<file path="src/rtl/alu_cmp_pkg.sv">
// alu_cmp_pkg: shared definitions for the multi-cycle compare unit.
//   - fun codes (CMP_NE .. CMP_GTZ)
//   - FSM state encoding (ST_IDLE, ST_SCAN, ST_DONE)
//   - helpers: is_signed, is_zero_cmp, map_s (final lt/eq -> s)
package alu_cmp_pkg;

  localparam logic [2:0] CMP_NE  = 3'b000;
  localparam logic [2:0] CMP_EQ  = 3'b001;
  localparam logic [2:0] CMP_LT  = 3'b010;
  localparam logic [2:0] CMP_LTU = 3'b011;
  localparam logic [2:0] CMP_GEZ = 3'b100;
  localparam logic [2:0] CMP_LTZ = 3'b101;
  localparam logic [2:0] CMP_LEZ = 3'b110;
  localparam logic [2:0] CMP_GTZ = 3'b111;

  typedef enum logic [1:0] {
    ST_IDLE = 2'd0,
    ST_SCAN = 2'd1,
    ST_DONE = 2'd2
  } state_t;

  function automatic logic is_signed(input logic [2:0] fun);
    return fun[2] | (fun == CMP_LT);
  endfunction

  function automatic logic is_zero_cmp(input logic [2:0] fun);
    return fun[2];
  endfunction

  function automatic logic map_s(input logic [2:0] fun, input logic lt, input logic eq);
    logic r;
    case (fun)
      CMP_NE:  r = ~eq;
      CMP_EQ:  r = eq;
      CMP_GEZ: r = ~lt;
      CMP_LEZ: r = lt | eq;
      CMP_GTZ: r = ~(lt | eq);
      default: r = lt;  // LT, LTU, LTZ
    endcase
    return r;
  endfunction

endpackage

</file>
<file path="src/rtl/alu_cmp_chunk.sv">
// alu_cmp_chunk: unsigned compare of one CHUNK-bit slice pair.
// Ports:
//   a, b : CHUNK-bit slices of the two (pre-conditioned) operands
//   lt   : a < b (unsigned)
//   eq   : a == b
module alu_cmp_chunk #(
  parameter int CHUNK = 8
) (
  input  logic [CHUNK-1:0] a,
  input  logic [CHUNK-1:0] b,
  output logic             lt,
  output logic             eq
);

  assign lt = (a < b);
  assign eq = (a == b);

endmodule

</file>
<file path="src/rtl/alu_cmp_seq.sv">
// alu_cmp_seq: multi-cycle compare unit producing the set/branch bit s.
// Scans CHUNK bits per cycle from the MSB chunk down, exiting on the first
// differing chunk. Signed functions flip both operand MSBs at capture so the
// unsigned chunk scan yields signed order.
// Ports:
//   clk, rst_n           : clock, async active-low reset
//   in_valid / in_ready  : request handshake (in_ready only in IDLE)
//   a, b, fun            : operands and compare function
//   out_valid / out_ready: result handshake, s held while stalled
//   s                    : compare result
//   busy                 : high in SCAN or DONE
// Build option: ALU_CMP_FIXED_LAT_EN disables early exit; every operation
// visits all chunks, giving a constant latency of WIDTH/CHUNK.
module alu_cmp_seq
  import alu_cmp_pkg::*;
#(
  parameter int WIDTH = 32,
  parameter int CHUNK = 8   // WIDTH must be a multiple of CHUNK
) (
  input  logic             clk,
  input  logic             rst_n,
  input  logic             in_valid,
  output logic             in_ready,
  input  logic [WIDTH-1:0] a,
  input  logic [WIDTH-1:0] b,
  input  logic [2:0]       fun,
  output logic             out_valid,
  input  logic             out_ready,
  output logic             s,
  output logic             busy
);

  localparam int NCHUNK = WIDTH / CHUNK;
  localparam int IDXW   = (NCHUNK > 1) ? $clog2(NCHUNK) : 1;
  localparam logic [WIDTH-1:0] MSB_MASK = WIDTH'(1) << (WIDTH - 1);

  state_t           state;
  logic [WIDTH-1:0] op_a, op_b;
  logic [2:0]       fun_q;
  logic [IDXW-1:0]  idx;
  logic             lt, eq;

  logic [WIDTH-1:0] sh_a, sh_b;
  logic [CHUNK-1:0] sl_a, sl_b;
  logic             c_lt, c_eq;
  logic             lt_n, eq_n, done_n;

  assign sh_a = op_a >> (int'(idx) * CHUNK);
  assign sh_b = op_b >> (int'(idx) * CHUNK);
  assign sl_a = sh_a[CHUNK-1:0];
  assign sl_b = sh_b[CHUNK-1:0];

  alu_cmp_chunk #(.CHUNK(CHUNK)) u_chunk (
    .a  (sl_a),
    .b  (sl_b),
    .lt (c_lt),
    .eq (c_eq)
  );

  // eq tracks "all chunks so far equal" and starts at 1 on capture, so the
  // first differing chunk latches lt and later chunks can never overwrite it.
  // With early exit eq is always 1 while scanning, so the same update serves
  // both builds; only the exit condition differs.
  always_comb begin
    eq_n = eq & c_eq;
    lt_n = eq ? c_lt : lt;
`ifdef ALU_CMP_FIXED_LAT_EN
    done_n = (idx == '0);
`else
    done_n = ~c_eq | (idx == '0);
`endif
  end

  assign in_ready = (state == ST_IDLE);
  assign busy     = (state != ST_IDLE);

  always_ff @(posedge clk or negedge rst_n) begin
    if (!rst_n) begin
      state     <= ST_IDLE;
      op_a      <= '0;
      op_b      <= '0;
      fun_q     <= '0;
      idx       <= '0;
      lt        <= 1'b0;
      eq        <= 1'b0;
      s         <= 1'b0;
      out_valid <= 1'b0;
    end else begin
      case (state)
        ST_IDLE: begin
          if (in_valid) begin
            op_a  <= is_signed(fun) ? (a ^ MSB_MASK) : a;
            op_b  <= (is_zero_cmp(fun) ? '0 : b) ^ (is_signed(fun) ? MSB_MASK : '0);
            fun_q <= fun;
            idx   <= IDXW'(NCHUNK - 1);
            lt    <= 1'b0;
            eq    <= 1'b1;
            state <= ST_SCAN;
          end
        end
        ST_SCAN: begin
          lt <= lt_n;
          eq <= eq_n;
          if (done_n) begin
            s         <= map_s(fun_q, lt_n, eq_n);
            out_valid <= 1'b1;
            state     <= ST_DONE;
          end else begin
            idx <= idx - 1'b1;
          end
        end
        ST_DONE: begin
          if (out_ready) begin
            out_valid <= 1'b0;
            state     <= ST_IDLE;
          end
        end
        default: state <= ST_IDLE;
      endcase
    end
  end

endmodule
</file>
<file path="config.mk">
export PLATFORM = sky130hd
export DESIGN_NAME = alu_cmp_seq
export DESIGN_NICKNAME = d
export VERILOG_FILES = /design/src/rtl/alu_cmp_pkg.sv /design/src/rtl/alu_cmp_chunk.sv /design/src/rtl/alu_cmp_seq.sv
export SDC_FILE = /design/constraint.sdc
export NUM_CORES = 1
export LEC_CHECK = 0
export ABC_AREA = 1
export CAP_MARGIN = 20
export CORE_AREA = 8 8 112 114
export DETAILED_ROUTE_END_ITERATION = 16
export DIE_AREA = 0 0 120 122
export HOLD_SLACK_MARGIN = 0.1
export PLACE_DENSITY = 0.67
export SETUP_SLACK_MARGIN = 0.5
export SYNTH_ARGS = -nofsm -noshare
export SYNTH_HDL_FRONTEND = slang
export SYNTH_SLANG_ARGS = --single-unit
</file>
<file path="constraint.sdc">
create_clock -name clk -period 2.8 [get_ports clk]
set_clock_uncertainty 0.15 [all_clocks]
set_input_delay 0.42 -clock clk [delete_from_list [all_inputs] [get_ports clk]]
set_output_delay 0.42 -clock clk [all_outputs]
set_load 0.03 [all_outputs]
</file>
==> summary.txt <==
Timing
  • Worst slew pin tran: ~0.94 ns
  • Final hold vios: 0
  • Max Transition Viols Final: 0
  • Worst slew margin: 0.370
  • # setup viols final: 0
  • Fin crit share: 0.834
  • Fin crit period: ~2.3 ns
  • Fmax: about 430 MHz
  • Final setup TNS: 0 ns
  • Unrepaired setup endpoints after global routing: true

Worst setup path
  • R2r worst-path depth: 13
  • Critical path class: flop to flop
  • FF-to-FF Start: idx[1]
  • WP data arrival: between 2 and 2.5 ns
  • CP startpoint: idx[1]
  • CP max FO: 6
  • Critical Path Source Type: flop
  • Reg2Reg Setup Slack: ~0.46 ns
  • Crit. End Element: flop
  • Reg-to-reg endpoint: idx[0]
  • Worst Setup EP: idx[0]
  • Worst EP required: 2.92 ns

Drt
  • Total Wirelength: 9700 um
  • Post-DRT Antenna Nets: 0
  • Post-DR vias/cell: between 4 and 5
  • Routed length per instance: 14.8 um
  • Drt first pass iters: 4
  • DR vias: around 3.2k
  • DRT iter0 DRCs: between 150 and 200
  • DRC: 0

Layout
  • Fillers: roughly 1.1k
  • Multi-input logic area: 1600 sq um
  • Register Area: between 1500 and 2000 sq um
  • Syn-to-layout area delta: 32.8%
  • Antenna Cells: 0
  • Share of layout cells above drive strength 1: 0.121
  • Fin nets: 589
  • Finished Core Util: 0.453

Pwr
  • Peak VDD IR: 0.000410 V
  • P_leak: between 0.002 and 0.0025 uW
  • Power density cells: about 1200 nW/um^2

Floorplanning
  • Total die area: around 15000 sq um
  • I/O pin cnt: 75
  • Core footprint: between 10000 and 15000 sq um
  • Die width: between 100 and 150 um
  • Num rows: 38
  • Die Y: ~120 um
  • Starting Density: 0.341

Status
  • Status: completed

Yosys
  • Syn_nets: approximately 510
  • Most area-consuming cells after synthesis: dfrtp_1 51%, nand2_1 15%, o21ai_0 5.8%
  • Post-synth top area cell: dfrtp_1
  • Netlist cell types: 28
  • Ys Warns: 0
  • Synthesized area per cell: 8.42 sq um
  • Gate Count Post-Synth: between 400 and 500
  • Post-synthesis sequential area ratio: 0.515
  • Register bit total from synthesis: 75
  • Share of the synthesized area in the top cell type: 0.515
  • Cell area after synthesis: around 3600 sq um

Placement
  • I/O Buffers: 74
  • DP HPWL: roughly 6900 um
  • Routability cong.: 0.792

Clocking
  • H-tree Lvls: 3
  • Root Driver: clkbuf_8
  • Longest Clk Path Bufs: 2
  • CTS tree: yes
  • Worst-path clk slew: ~0.08 ns
  • Clk sinks: 75
  • CTS buffer count: 9
  • Worst skew pair latency: between 0.3 and 0.4 ns

Worst hold path
  • Hold depth: 2
  • HP Class: flop to flop

GRT
  • Pin count of the biggest net entering global routing: between 70 and 80
  • First-pass GRT wire length: around 16000 um
  • Number of global-route vias before repair: 3274
  • Total congestion overflow: 0
  • Antenna violations before repair: 0
  • Total GRT Usage: 0.135

Flow run
  • Max Cap Viol: 0
-- synthesized netlist by cell type, drive strengths merged --
library cell	instances
nand2	151
nor2	29
buf	17
a21oi	19
nand4	1
nand3	7
a32o	1
a31oi	1
clkbuf	5
o22ai	8
a21boi	1
a22oi	2
o21ai	51
ha	9
nor3	2
a22o	18
inv	34
dfrtp	75
xor2	2
-- flip-flops by register name, indices dropped and copies added (netlist names) --
name / count
op_a: 32
op_b: 32
fun_q: 3
idx: 2
state: 2
eq: 1
lt: 1
out_valid: 1
s: 1
-- kinds of logic after synthesis --
group                    after synthesis  synth area share
adder cells (fa/ha/maj)                9            0.0309
buffers and inverters                 56            0.0686
AO/OA/AOI/OAI                        101             0.167
AND/OR/NAND/NOR                      190             0.214
XOR/XNOR                               2           0.00480
flip-flops                            75             0.515
-- worst max-delay path, stage by stage (launching register included) --
cell	delay, ns
dfrtp_2	0.41
buf_4	0.14
clkinvlp_4	0.15
o21ai_1	0.13
o22ai_1	0.12
ha_1	0.32
nand2_2	0.07
nor2_4	0.13
nand2_2	0.08
nor2_4	0.08
inv_2	0.06
o21ai_4	0.18
o21ai_0	0.12
o21ai_0	0.11
-- power by group --
group	switching, uW	leakage, uW	internal, uW	total, uW
sequential	307	0.000938	1580	1890
clock	427	0.0000860	325	752
combinational	1700	0.00123	1240	2940
total	2430	0.00226	3150	5580
-- cell usage in the layout (no fill, tap or decap), drive strengths merged --
cell type / count
a21boi: 1
o21ai: 51
dlygate4sd3: 1
a21oi: 19
a22o: 18
nor3: 2
nand4: 1
inv: 35
clkinv: 3
a32o: 1
buf: 12
nand3: 7
clkdlybuf4s50: 73
xor2: 2
clkinvlp: 4
a22oi: 2
o22ai: 8
clkbuf: 9
ha: 9
nand2: 151
nor2: 29
dfrtp: 75
a31oi: 1
-- per-layer routing --
metal  global-route usage  up-vias  share of wire
li1                     -     1563              -
met1                0.177     1507           0.47
met2                0.212       79           0.46
met3               0.0398       11          0.054
met4               0.0437        0          0.012
met5                    0        -              0
-- stage by stage --
stage	total power (uW)	hold WS, ns	setup slack, ns	area [sq um]	instances
final	5580	0.339	0.465	4840	654
after CTS	5340	0.338	0.508	4730	651
after global routing	6060	0.354	0.299	4840	654
after detailed placement	4480	0.311	0.281	4500	632
after floorplan	3750	-0.0256	0.634	3650	433
after global placement	4400	0.310	0.364	4500	632
-- worst min path at each step --
stage,startpoint,to
after floorplan,rst_n,eq
after global placement,op_a[13],op_a[13]
after detailed placement,op_a[13],op_a[13]
after CTS,op_a[9],op_a[9]
after global routing,op_a[2],op_a[2]
final,op_a[7],op_a[7]
-- final cells by class --
class                           count  share of cell area
Inverter                           34              0.0271
Clock inverter                      7              0.0106
Timing Repair Buffer               86               0.181
Multi-Input combinational cell    302               0.330
Clock buffer                        9              0.0256
Sequential cell                    75               0.388
Timing Repair inverter              1             0.00155
Tap cell                          140              0.0362
-- timing repair --
action / 4_1_cts / 5_1_grt
pin swaps: 1 / 9
hold buffers: 1 / 0
gates cloned: 0 / 1
endpoints found under the setup margin: 6 / 4
endpoints found under the hold margin: 34 / 0
buffers inserted: 2 / 2
resized for setup: 14 / 27
No activity file was read; power rests on OpenSTA's default activity.
